File: src/rtl/dft_result_reader.sv
// rtl/dft_result_reader.sv - result RAM readout streamer with 2-deep output FIFO and valid/ready backpressure
// Optional: DFT_READER_BITREV_EN selects bit-reversed RAM addressing for natural-order radix-2 FFT output.
module dft_result_reader #(
   parameter int ADDR_W = 12,
   parameter int DATA_W = 32
) (
   input  logic              clk,
   input  logic              nrst,
   input  logic              ce,
   input  logic [ADDR_W-1:0] sample_num,
   input  logic              calc_end,
   output logic              ram_rd_en,
   output logic [ADDR_W-1:0] ram_addr,
   input  logic [DATA_W-1:0] ram_rd_data,
   output logic              m_valid,
   input  logic              m_ready,
   output logic [DATA_W-1:0] m_data,
   output logic [ADDR_W-1:0] m_index,
   output logic              m_last,
   output logic              busy,
   output logic              done,
   output logic              overrun
);

   typedef enum logic [1:0] {
      IDLE    = 2'd0,
      STREAM  = 2'd1,
      DONE_ST = 2'd2
   } state_t;

   localparam logic [ADDR_W-1:0] ONE = {{(ADDR_W-1){1'b0}}, 1'b1};

   state_t              state_q;
   logic [ADDR_W-1:0]   n_q;
   logic [ADDR_W-1:0]   rd_idx_q;
   logic                inflight_q;
   logic [ADDR_W-1:0]   infl_idx_q;
   logic [1:0]          cnt_q;
   logic [DATA_W-1:0]   h_data_q, t_data_q;
   logic [ADDR_W-1:0]   h_idx_q, t_idx_q;
   logic                h_last_q, t_last_q;
   logic                busy_q, done_q, overrun_q;

   logic                pop;
   logic                issue;
   logic [2:0]          occ_d;
   logic                push_last_d;

`ifdef DFT_READER_BITREV_EN
   localparam int KW = $clog2(ADDR_W);
   logic [KW-1:0] k_q;

   function automatic logic [KW-1:0] msb_idx(input logic [ADDR_W-1:0] v);
      msb_idx = '0;
      for (int i = 0; i < ADDR_W; i++)
         if (v[i]) msb_idx = KW'(i);
   endfunction

   always_comb begin
      ram_addr = rd_idx_q;
      for (int i = 0; i < ADDR_W; i++)
         if (i < int'(k_q)) ram_addr[i] = rd_idx_q[int'(k_q) - 1 - i];
   end
`else
   assign ram_addr = rd_idx_q;
`endif

   // Occupancy counts the beat leaving this cycle so a full pipeline still sustains 1 beat/cycle.
   always_comb begin
      pop         = ce & (cnt_q != 2'd0) & m_ready;
      occ_d       = {1'b0, cnt_q} + {2'b00, inflight_q} - {2'b00, pop};
      issue       = ce & (state_q == STREAM) & (rd_idx_q < n_q) & (occ_d < 3'd2);
      push_last_d = (infl_idx_q == (n_q - ONE));
   end

   assign ram_rd_en = issue;
   assign m_valid   = (cnt_q != 2'd0);
   assign m_data    = h_data_q;
   assign m_index   = h_idx_q;
   assign m_last    = h_last_q;
   assign busy      = busy_q;
   assign done      = done_q;
   assign overrun   = overrun_q;

   always_ff @(posedge clk or negedge nrst) begin
      if (!nrst) begin
         state_q    <= IDLE;
         n_q        <= '0;
         rd_idx_q   <= '0;
         inflight_q <= 1'b0;
         infl_idx_q <= '0;
         cnt_q      <= 2'd0;
         h_data_q   <= '0;
         t_data_q   <= '0;
         h_idx_q    <= '0;
         t_idx_q    <= '0;
         h_last_q   <= 1'b0;
         t_last_q   <= 1'b0;
         busy_q     <= 1'b0;
         done_q     <= 1'b0;
         overrun_q  <= 1'b0;
`ifdef DFT_READER_BITREV_EN
         k_q        <= '0;
`endif
      end else if (ce) begin
         overrun_q  <= calc_end && (state_q != IDLE);
         done_q     <= 1'b0;
         inflight_q <= issue;
         if (issue) begin
            rd_idx_q   <= rd_idx_q + ONE;
            infl_idx_q <= rd_idx_q;
         end

         // Head always holds the oldest beat; the tail only fills when head is occupied.
         case ({inflight_q, pop})
            2'b10: begin
               if (cnt_q == 2'd0) begin
                  h_data_q <= ram_rd_data;
                  h_idx_q  <= infl_idx_q;
                  h_last_q <= push_last_d;
               end else begin
                  t_data_q <= ram_rd_data;
                  t_idx_q  <= infl_idx_q;
                  t_last_q <= push_last_d;
               end
               cnt_q <= cnt_q + 2'd1;
            end
            2'b01: begin
               h_data_q <= t_data_q;
               h_idx_q  <= t_idx_q;
               h_last_q <= t_last_q;
               cnt_q    <= cnt_q - 2'd1;
            end
            2'b11: begin
               if (cnt_q == 2'd1) begin
                  h_data_q <= ram_rd_data;
                  h_idx_q  <= infl_idx_q;
                  h_last_q <= push_last_d;
               end else begin
                  h_data_q <= t_data_q;
                  h_idx_q  <= t_idx_q;
                  h_last_q <= t_last_q;
                  t_data_q <= ram_rd_data;
                  t_idx_q  <= infl_idx_q;
                  t_last_q <= push_last_d;
               end
            end
            default: ;
         endcase

         case (state_q)
            IDLE: begin
               if (calc_end) begin
                  n_q      <= sample_num;
                  rd_idx_q <= '0;
                  busy_q   <= 1'b1;
                  state_q  <= STREAM;
`ifdef DFT_READER_BITREV_EN
                  k_q      <= msb_idx(sample_num);
`endif
               end
            end
            // N==0 spends its single busy cycle here with no reads issued, then completes.
            STREAM: begin
               if ((n_q == '0) || (pop && h_last_q)) begin
                  done_q  <= 1'b1;
                  busy_q  <= 1'b0;
                  state_q <= DONE_ST;
               end
            end
            DONE_ST: state_q <= IDLE;
            default: state_q <= IDLE;
         endcase
      end
   end

endmodule
File: config.mk
export PLATFORM = sky130hd
export DESIGN_NAME = dft_result_reader
export DESIGN_NICKNAME = d
export VERILOG_FILES = /design/src/rtl/dft_result_reader.sv
export SDC_FILE = /design/constraint.sdc
export NUM_CORES = 1
export LEC_CHECK = 0
export CAP_MARGIN = 30
export CELL_PAD_IN_SITES_DETAIL_PLACEMENT = 1
export CELL_PAD_IN_SITES_GLOBAL_PLACEMENT = 1
export CORE_MARGIN = 1
export CORE_UTILIZATION = 30
export CTS_BUF_LIST = sky130_fd_sc_hd__clkbuf_8 sky130_fd_sc_hd__clkbuf_16
export DETAILED_ROUTE_END_ITERATION = 6
export PLACE_DENSITY_LB_ADDON = 0.1
export SYNTH_ARGS = -nofsm -noshare
export SYNTH_HDL_FRONTEND = slang
export SYNTH_SLANG_ARGS = --single-unit
File: constraint.sdc
create_clock -name clk -period 3.1 [get_ports clk]
set_input_delay 0.31 -clock clk [delete_from_list [all_inputs] [get_ports clk]]
set_output_delay 0.31 -clock clk [all_outputs]
set_load 0.005 [all_outputs]
==> results of run 1 <==
[power groups by stage]
stage	clock network (mW)	registers, mW	logic, mW
after floorplan	0	2.84	1.67
after global placement	0	2.89	2.95
after detailed placement	0	2.94	3.04
after CTS	1.89	2.91	3.12
after global routing	1.97	3.01	3.41
final	1.83	2.90	3.07
[sequential cells by signal (all words and copies together) (netlist names), 2 cells and up]
name	flops
n_q	12
m_data	32
m_index	12
t_data_q	32
state_q	2
infl_idx_q	12
ram_addr	12
t_idx_q	12
cnt_q	2
[metal layers]
layer	wire (um)	global-route usage (%)	up-vias	part of all wire, %
met1	8500	23.2	2534	48
met3	588	3.62	11	3.3
met4	148	4.64	0	0.84
met5	0	0	-	0
li1	-	-	2374	-
met2	8400	26.9	82	48
[worst register-to-register path, delay by kind of cell, from the launching register on]
family,cells,cell delay [ns]
adder cells (fa/ha/maj),3,0.70
multiplexers,1,0.35
flip-flops,1,0.37
AND/OR/NAND/NOR,3,0.35
AO/OA/AOI/OAI,2,0.41
XOR/XNOR,1,0.15
buffers and inverters,5,0.52
[per-stage QoR]
| stage | setup TNS (ns) | hold slack (ns) | area (um^2) | power [mW] | utilization, % |
|---|---|---|---|---|---|
| floorplan | 0 | 0.0144 | 6470 | 4.51 | - |
| global placement | -2.45 | 0.450 | 8030 | 5.85 | 38.1 |
| detailed placement | -3.50 | 0.452 | 8030 | 5.98 | 38.1 |
| CTS | -0.0181 | 0.00474 | 8620 | 7.92 | 40.9 |
| global route | -0.135 | 0.0236 | 8630 | 8.39 | 40.9 |
| finish | 0 | -0.0242 | 8630 | 7.80 | 40.9 |
[how the worst min path moves through the flow]
| stage | end | depth (start not counted) | slack, ns | startpoint |
|---|---|---|---|---|
| 3_3_place_gp | m_data[1]$_DFFE_PN0P_ | 1 | 0.45 | nrst |
| 4_1_cts | m_data[1]$_DFFE_PN0P_ | 1 | 0.005 | nrst |
| 6_report | m_data[1]$_DFFE_PN0P_ | 1 | -0.02 | nrst |
| 3_5_place_dp | m_data[1]$_DFFE_PN0P_ | 1 | 0.45 | nrst |
| 5_1_grt | m_data[1]$_DFFE_PN0P_ | 1 | 0.02 | nrst |
| 2_1_floorplan | busy$_DFFE_PN0P_ | 0 | 0.01 | nrst |
[synthesized netlist by cell type, types with 2 or more instances]
cell      instances  area share (%)
xnor2_1          10             1.4
a211o_1           2            0.27
nand3_1           8            0.62
dfrtp_1         134              52
clkbuf_1         30             1.7
mux2_2           44             7.7
mux2i_1          11             1.7
nand2b_1         11             1.1
ha_1             20             3.9
nand4_1           9            0.87
nor3_1            5            0.39
and3_1            2            0.19
a21o_1            5            0.58
a31oi_1           2            0.19
nor2_1           56             3.3
mux2_4            9             2.1
o21ai_1           2            0.16
a21oi_1          56             4.3
nor4_1            2            0.19
and4_1            2            0.27
a211oi_1          2            0.23
o21ai_0          18             1.4
xor2_1           11             1.5
nand2_1          41             2.4
inv_1            24             1.4
buf_1             4            0.23
o211ai_1          4            0.47
mux2_1            3            0.52
and2_1            2            0.19
a22oi_1          44             5.1
[logic make-up (layout without fill, tap and decap cells)]
logic type	after synthesis	count (layout)	synth area share, %
buf+inv	60	196	3.76
simple gates	142	142	9.98
flops	134	134	52.0
compound gates	150	150	15.3
xor+xnor	21	21	2.85
mux	67	67	12.0
fa+ha+maj	21	21	4.19
[cell type report]
class | instances | area (um^2)
multi-input combinational | 401 | 2950
sequential | 134 | 3350
clock buffer | 17 | 425
timing repair buffer | 139 | 1360
inverter | 25 | 95.1
tap | 275 | 344
fill | 2315 | 12500
clock inverter | 15 | 108
[layout by cell type (no fill, tap or decap), drive strengths merged, types with 2 or more instances in the layout]
cell	count
dfrtp	134
clkdlybuf4s50	108
nor2	56
a21oi	56
mux2	56
a22oi	44
nand2	41
buf	31
inv	28
o21ai	21
ha	20
clkbuf	17
mux2i	11
xor2	11
nand2b	11
xnor2	10
nand4	9
nand3	8
clkinvlp	6
clkinv	6
a21o	5
nor3	5
o211ai	4
and3	2
and2	2
and4	2
nor4	2
a31oi	2
a211o	2
a211oi	2
[timing repair]
item                                    4_1_cts  5_1_grt
gates resized for setup                      15        1
buffers inserted                              3        0
endpoints found under the setup margin       18        3
hold endpoints to repair                      0        0
pin swaps                                     4        0
==> results.json, run 1 <==
{
  "outcome": "complete, but fails checks",
  "violations": "negative hold slack",
  "track_usage_pct": 16.9,
  "drv_cap": 0,
  "endpoint": "ram_rd_en",
  "ir_drop_uv": 394,
  "worstMarginPinSlew_ns": 0.860,
  "antenna_found_initial": 0,
  "cts_made_buffers": 17,
  "crit_path_start_kind": "register",
  "synthToLayoutAreaGrowth_pct": 33.8,
  "maxSlewViolCount": 0,
  "drc_errors": 0,
  "path_delay_family": "adder cells",
  "hpwlAfterDp_mm": 12.1,
  "crit_required_ns": 2.79,
  "max_stage_delay_ns": 0.37,
  "place_ws_ns": -0.330,
  "syn_nets": 665,
  "cellPowerDensity_mw_per_mm2": 904,
  "finalHoldViolations": 18,
  "die_w_um": 149,
  "p_leak_nw": 3.76,
  "cts_hold_buf": 0,
  "synthFlopType": "dfrtp_1",
  "grt_setup_unrepaired": "yes",
  "netlist_instances": 595,
  "via_per_inst": 4.97,
  "antenna_cells": 0,
  "grt_pass1_wl_mm": 29.0,
  "pwr-share-seq_pct": 37.2,
  "period_share_pct": 99.6,
  "overflow": 0,
  "finalNonFillerCells": 1006,
  "setup_ws_ns": 0.0125,
  "crit_slowest_cell": "dfrtp_1",
  "timing.final.crit_period_ns": 3.09,
  "synth_cell_types": 52,
  "rr_endpoint": "infl_idx_q[0]$_DFFE_PN0P_",
  "critPathArrivalTime_ns": 2.78,
  "clk_root_buffer_cell": "clkbuf_16",
  "p_comb_share_pct": 39.3,
  "drive_above_1_share_pct": 18.5,
  "die_area_mm2": 0.0221,
  "cts_max_level": 4,
  "first_pass_iters": 4,
  "ys_ff_latch": 134,
  "drtAntennaViolNets": 0,
  "grt_pass1_vias": 5403,
  "avgSynthCellArea_um2": 10.8,
  "portBuffers": 110,
  "worst-path-stages": 14,
  "ios": 111,
  "cts_tree": "done",
  "regToRegStartpoint": "cnt_q[0]$_DFFE_PN0P_",
  "grt_max_degree": 92,
  "fmax_ghz": 0.324,
  "rows": 53,
  "drt-initial-drc-count": 133,
  "synth_area_mm2": 0.00645,
  "core_area_mm2": 0.0211,
  "maxSlewHeadroom_pct": 42.6,
  "clock_path_buffers": 2,
  "end_kind": "output pin",
  "crit_top_cell": "inv_2",
  "place_congestion": 0.721,
  "setup_violations": 0,
  "switching_share_pct": 34.9,
  "initial_core_util_pct": 30.6,
  "p_clk_share_pct": 23.5,
  "worst-path-buf-inv": 5,
  "path_class": "register to output pin",
  "path_max_fanout": 2,
  "via_count": 5001,
  "wl_per_cell_um": 17.5,
  "seq_area_frac_synth_pct": 52.0,
  "wirelength_mm": 17.6,
  "synthArstFlopShare_pct": 100,
  "clkTransAtPathRegs_ns": 0.06,
  "dieHeight_um": 149,
  "finalClockSkew_ns": 0.0119,
  "synth_edf_count": 0,
  "place_inst": 971,
  "min_path_type": "input port to async pin",
  "ys_warn_count": 0,
  "worstPathCellList": "inv_2 > ha_4 > inv_2 > nand3_2 > inv_2 > ha_4 > nand2b_4 > fa_2 > xnor2_2 > nand3b_1 > a2111oi_4 > o21ai_2 > clkinv_2 > buf_6",
  "cts.sinks": 134,
  "power_switching_mw": 2.72,
  "reg2reg_slack_ns": 0.13,
  "critical_path.startpoint": "cnt_q[0]$_DFFE_PN0P_",
  "r2r_cells": 15,
  "intPower_mw": 5.08,
  "holdWs_ns": -0.0242,
  "clock_latency_ns": 0.42,
  "final_nets": 788
}
(Power assumes the default switching activity.)
==> run 2: changes to the inputs <==
--- a/config.mk
+++ b/config.mk
@@ -9,7 +9,7 @@
 export CELL_PAD_IN_SITES_DETAIL_PLACEMENT = 1
 export CELL_PAD_IN_SITES_GLOBAL_PLACEMENT = 1
 export CORE_MARGIN = 1
-export CORE_UTILIZATION = 30
+export CORE_UTILIZATION = 42
 export CTS_BUF_LIST = sky130_fd_sc_hd__clkbuf_8 sky130_fd_sc_hd__clkbuf_16
 export DETAILED_ROUTE_END_ITERATION = 6
 export PLACE_DENSITY_LB_ADDON = 0.1
==> constraint.sdc (replaced) <==
create_clock -name clk -period 3.3 [get_ports clk]
set_input_delay 0.33 -clock clk [delete_from_list [all_inputs] [get_ports clk]]
set_output_delay 0.33 -clock clk [all_outputs]
set_load 0.005 [all_outputs]
==> run 2 against run 1 <==
Against the previous run:
- the run now ends clean
- sequential power decreased by 6%
- design area about the same
- setup slack improved by 0.043 ns
- critical path type unchanged
- largest cell class unchanged
==> results.json, run 2 (synthesized netlist as in run 1, its figures left out) <==
{
  "min_to": "busy$_DFFE_PN0P_",
  "mostFrequentLayoutCells": "dfrtp_1 (134), clkdlybuf4s50_1 (108), nor2_1 (56)",
  "rr_endpoint": "infl_idx_q[1]$_DFFE_PN0P_",
  "cts_tree": "done",
  "cts_max_level": 4,
  "ir_drop_uv": 414,
  "first_pass_iters": 4,
  "grt_pass1_vias": 5436,
  "setup_ws_ns": 0.0559,
  "antenna_found_initial": 0,
  "crit_path_start_kind": "register",
  "crit_required_ns": 2.97,
  "finalHoldViolations": 0,
  "wl_per_cell_um": 18.9,
  "grt_pass1_wl_mm": 28.5,
  "path_max_fanout": 2,
  "cts.sinks": 134,
  "dieHeight_um": 126,
  "fin_util_pct": 58.5,
  "end_kind": "output pin",
  "overflow": 0,
  "drc_errors": 0,
  "max_stage_delay_ns": 0.52,
  "initial_core_util_pct": 43.7,
  "worstMarginPinSlew_ns": 0.790,
  "place_ws_ns": -0.244,
  "drtAntennaViolNets": 0,
  "grt_setup_unrepaired": "yes",
  "ios": 111,
  "regToRegStartpoint": "cnt_q[1]$_DFFE_PN0P_",
  "antenna_cells": 0,
  "final_common_cell": "dfrtp_1",
  "clock_latency_ns": 0.42,
  "worstPathCellList": "inv_2 > ha_4 > inv_2 > nand3_2 > inv_2 > ha_4 > nand2b_4 > fa_2 > nand3b_1 > a2111oi_4 > o21ai_2 > clkinv_2 > buf_6",
  "rows": 44,
  "outcome": "completed",
  "finalClockSkew_ns": 0.0115,
  "final_nets": 795,
  "wirelength_mm": 17.4,
  "timing.final.crit_period_ns": 3.24,
  "die_w_um": 126,
  "reg2reg_slack_ns": 0.16,
  "drive_above_1_share_pct": 18.8,
  "fill_cells": 1570,
  "portBuffers": 110,
  "fmax_ghz": 0.308,
  "via_count": 5026,
  "synthToLayoutAreaGrowth_pct": 33.7,
  "r2r_cells": 14,
  "drv_cap": 0,
  "tns_ns": 0,
  "place_congestion": 0.828,
  "clock_path_buffers": 2,
  "path_delay_family": "adder cells",
  "clkTransAtPathRegs_ns": 0.05,
  "die_area_mm2": 0.0159,
  "maxSlewViolCount": 0,
  "worstHoldStart": "busy$_DFFE_PN0P_",
  "p_leak_nw": 3.83,
  "hpwlAfterDp_mm": 11.8,
  "crit_slowest_cell": "fa_2",
  "cts_made_buffers": 17,
  "min_path_type": "register to register",
  "clk_root_buffer_cell": "clkbuf_16",
  "via_per_inst": 5.47,
  "cellPowerDensity_mw_per_mm2": 880,
  "path_class": "register to output pin",
  "crit_top_cell": "inv_2",
  "place_area_mm2": 0.00791,
  "core_area_mm2": 0.0148,
  "setup_violations": 0,
  "critPathArrivalTime_ns": 2.91,
  "maxSlewHeadroom_pct": 47.2,
  "worst-path-buf-inv": 5,
  "fin_area_mm2": 0.00863,
  "drt-initial-drc-count": 189,
  "grt_max_degree": 92,
  "hold_depth": 2,
  "track_usage_pct": 23.2,
  "period_share_pct": 98.3
}
[run 2: cell count changes in the layout (fill, tap and decap cells not counted)]
cell and change:
bufinv_16 +3, inv_6 -3, buf_4 +6, clkinv_4 -2
clkinvlp_4 -3, xnor2_1 +1, xnor2_2 -1, dlygate4sd3_1 +1
inv_1 -1, clkbuf_8 +3
[run 2: stage by stage]
| step | total power [mW] | hold slack [ns] | instances |
|---|---|---|---|
| floorplan | 4.23 | 0.0344 | 595 |
| global placement | 5.39 | 0.404 | 880 |
| detailed placement | 5.57 | 0.409 | 881 |
| CTS | 7.61 | 0.476 | 916 |
| global route | 8.09 | 0.510 | 919 |
| finish | 7.59 | 0.487 | 919 |
[run 2: worst reg2reg max path, delay by kind of cell, from the launching register on]
family | cells | cell delay [ns]
AO/OA/AOI/OAI | 2 | 0.54
adder cells (fa/ha/maj) | 3 | 0.88
buffers and inverters | 5 | 0.55
flip-flops | 1 | 0.37
multiplexers | 1 | 0.36
AND/OR/NAND/NOR | 3 | 0.32
[run 2: area by class of cell]
type,instances,area [um^2],area share (%)
repair buffers,146,1410,16.4
clock buffers,20,467,5.41
multi-input cells,401,2940,34.1
clock inverters,9,128,1.48
well taps,184,230,2.67
inverters,25,95.1,1.10
flip-flops and latches,134,3350,38.9
[run 2: timing repair]
| action | CTS | global route |
|---|---|---|
| hold endpoints to repair | 75 | 0 |
| setup buffers | 5 | 3 |
| endpoints found under the setup margin | 13 | 1 |
| cloned | 0 | 0 |
| pin swaps | 2 | 3 |
| resized for setup | 11 | 5 |
| hold buffers | 1 | 0 |
[run 2: worst max path at each step]
stage	from	to	slack, ns	cells past startpoint
2_1_floorplan	cnt_q[1]$_DFFE_PN0P_	ram_addr[3]$_DFFE_PN0P_	0.11	15
3_3_place_gp	ce	ram_rd_en	-0.18	12
3_5_place_dp	ce	ram_rd_en	-0.24	12
4_1_cts	cnt_q[0]$_DFFE_PN0P_	ram_rd_en	0.005	13
5_1_grt	cnt_q[1]$_DFFE_PN0P_	ram_rd_en	-0.05	13
6_report	cnt_q[1]$_DFFE_PN0P_	ram_rd_en	0.06	13
[run 2: where the power goes]
group	internal [mW]	total, mW	switching (mW)
combinational	1.58	2.95	1.37
clock	1.23	1.90	0.668
sequential	2.27	2.74	0.469
[run 2: metal layers]
metal  global-route usage [%]  wire length (um)
met1                     28.9              7670
met2                     39.8              8840
met3                     4.67               608
met4                     8.86               265
met5                        0                 0
==> run 3: changes to the inputs <==
--- a/config.mk
+++ b/config.mk
@@ -8,9 +8,8 @@
 export CAP_MARGIN = 30
 export CELL_PAD_IN_SITES_DETAIL_PLACEMENT = 1
 export CELL_PAD_IN_SITES_GLOBAL_PLACEMENT = 1
-export CORE_MARGIN = 1
+export CORE_MARGIN = 4
 export CORE_UTILIZATION = 42
-export CTS_BUF_LIST = sky130_fd_sc_hd__clkbuf_8 sky130_fd_sc_hd__clkbuf_16
 export DETAILED_ROUTE_END_ITERATION = 6
 export PLACE_DENSITY_LB_ADDON = 0.1
 export SYNTH_ARGS = -nofsm -noshare
==> run 3 against run 2 <==
Against the previous run:
- sequential power barely moved
- wire length rose by 3.1%
- largest cell class unchanged
- flip-flop and latch count unchanged
- total power is 0.91% higher
- utilization down 1.8 points
- final cell count is 0.44% lower
- critical endpoint unchanged
- design area decreased by 0.46%
- largest power group unchanged
- clock skew fell by 0.0060 ns
- the flow now finishes with violations (negative hold slack)
- critical path depth stayed put
==> results.json, run 3 (synthesized netlist as in run 1, its figures left out) <==
{
  "drtAntennaViolNets": 0,
  "finalNonFillerCells": 915,
  "grt_pass1_wl_mm": 29.7,
  "wirelength_mm": 17.9,
  "portBuffers": 110,
  "setup_ws_ns": 0.0851,
  "dieHeight_um": 132,
  "crit_path_start_kind": "register",
  "place_congestion": 0.829,
  "mostFrequentLayoutCells": "dfrtp_1 (134), clkdlybuf4s50_1 (108), nor2_1 (56)",
  "cts_made_buffers": 17,
  "min_path_type": "input port to async pin",
  "cts_tree": "done",
  "worstMarginPinSlew_ns": 0.990,
  "crit_required_ns": 2.97,
  "path_max_fanout": 2,
  "p_leak_nw": 3.79,
  "maxSlewHeadroom_pct": 34.0,
  "wl_per_cell_um": 19.6,
  "first_pass_iters": 4,
  "place_ws_ns": -0.248,
  "grt_pass1_vias": 5685,
  "antenna_found_initial": 0,
  "grt_max_degree": 61,
  "holdWs_ns": -0.0172,
  "ios": 111,
  "clock_path_buffers": 2,
  "synthToLayoutAreaGrowth_pct": 33.1,
  "clkTransAtPathRegs_ns": 0.05,
  "drive_above_1_share_pct": 17.9,
  "via_per_inst": 5.56,
  "fin_total_pwr_mw": 7.66,
  "drt-initial-drc-count": 180,
  "via_count": 5083,
  "cellPowerDensity_mw_per_mm2": 892,
  "overflow": 0,
  "drc_errors": 0,
  "fmax_ghz": 0.311,
  "final_common_cell": "dfrtp_1",
  "end_kind": "output pin",
  "cts_max_level": 4,
  "path_class": "register to output pin",
  "ir_drop_uv": 390,
  "track_usage_pct": 21.3,
  "timing.final.crit_period_ns": 3.21,
  "die_area_mm2": 0.0174,
  "antenna_cells": 0,
  "outcome": "complete, but fails checks",
  "place_inst": 880,
  "clock_latency_ns": 0.42,
  "hpwlAfterDp_mm": 12.2,
  "period_share_pct": 97.4,
  "final_nets": 784,
  "die_w_um": 132,
  "maxSlewViolCount": 0,
  "violations": "negative hold slack",
  "core_area_mm2": 0.0151,
  "rows": 45,
  "clk_root_buffer_cell": "clkbuf_16",
  "critPathArrivalTime_ns": 2.88,
  "cts.sinks": 134,
  "initial_core_util_pct": 42.6,
  "grt_setup_unrepaired": "yes",
  "drv_cap": 0,
  "fin_util_pct": 56.7,
  "setup_violations": 0,
  "cts_hold_buf": 0,
  "finalHoldViolations": 5,
  "finalClockSkew_ns": 0.00548
}
-- run 3: routing by layer --
metal	wire length (um)	up-vias	track usage, %	share of wire [%]
met5	0	-	0	0
met4	383	0	7.88	2.1
met3	717	26	5.00	4.0
met2	8920	125	35.4	50
met1	7890	2573	27.2	44
li1	-	2359	-	-
-- run 3: where the power goes --
part	leakage (nW)	internal, mW	switching [mW]	total, mW
Clock	0.306	1.31	0.697	2.00
Combinational	1.84	1.54	1.37	2.91
Sequential	1.65	2.27	0.476	2.75
Total	3.79	5.12	2.54	7.66
-- run 3: final cells by class --
| type | instances | area (um^2) |
|---|---|---|
| clock buffers | 25 | 515 |
| clock inverters | 7 | 115 |
| fillers | 1642 | 6560 |
| inverters | 25 | 100 |
| multi-input cells | 401 | 2960 |
| flip-flops and latches | 134 | 3350 |
| well taps | 188 | 235 |
| repair buffers | 135 | 1310 |
-- run 3: what timing repair did --
item                       in CTS  in global routing
pin swaps                       2                  4
setup endpoints to repair      14                  1
gates resized for setup        16                  4
buffers inserted                1                  2
-- run 3: critical path: stages (launching register included) --
cell       delay, ns
dfrtp_1         0.37
inv_2           0.07
ha_4            0.17
inv_4           0.06
nand3_4         0.08
inv_4           0.08
ha_4            0.18
nand2b_4        0.14
fa_2            0.53
nand3b_1        0.13
a2111oi_4       0.35
o21ai_2         0.13
clkinv_2        0.10
buf_6           0.09
-- run 3: path summary, 6_finish.rpt --
check                                startpoint                   endpoint  slack (ns)  cells past startpoint
max                        cnt_q[1]$_DFFE_PN0P_                  ram_rd_en        0.09                     13
min                                        nrst     m_data[13]$_DFFE_PN0P_       -0.02                      1
max reg2reg                cnt_q[1]$_DFFE_PN0P_  infl_idx_q[0]$_DFFE_PN0P_        0.21                     14
min reg2reg                    busy$_DFFE_PN0P_           busy$_DFFE_PN0P_        0.48                      2
max in group asynchronous                  nrst     m_data[16]$_DFFE_PN0P_        2.47                      2
min in group clk                  sample_num[7]         n_q[7]$_DFFE_PN0P_        0.47                      3
-- run 3: stage by stage --
stage               TNS [ns]  area (um^2)
floorplan                  0         6450
global placement      -0.719         7840
detailed placement     -1.75         7860
CTS                        0         8550
global route         -0.0391         8590
finish                     0         8590
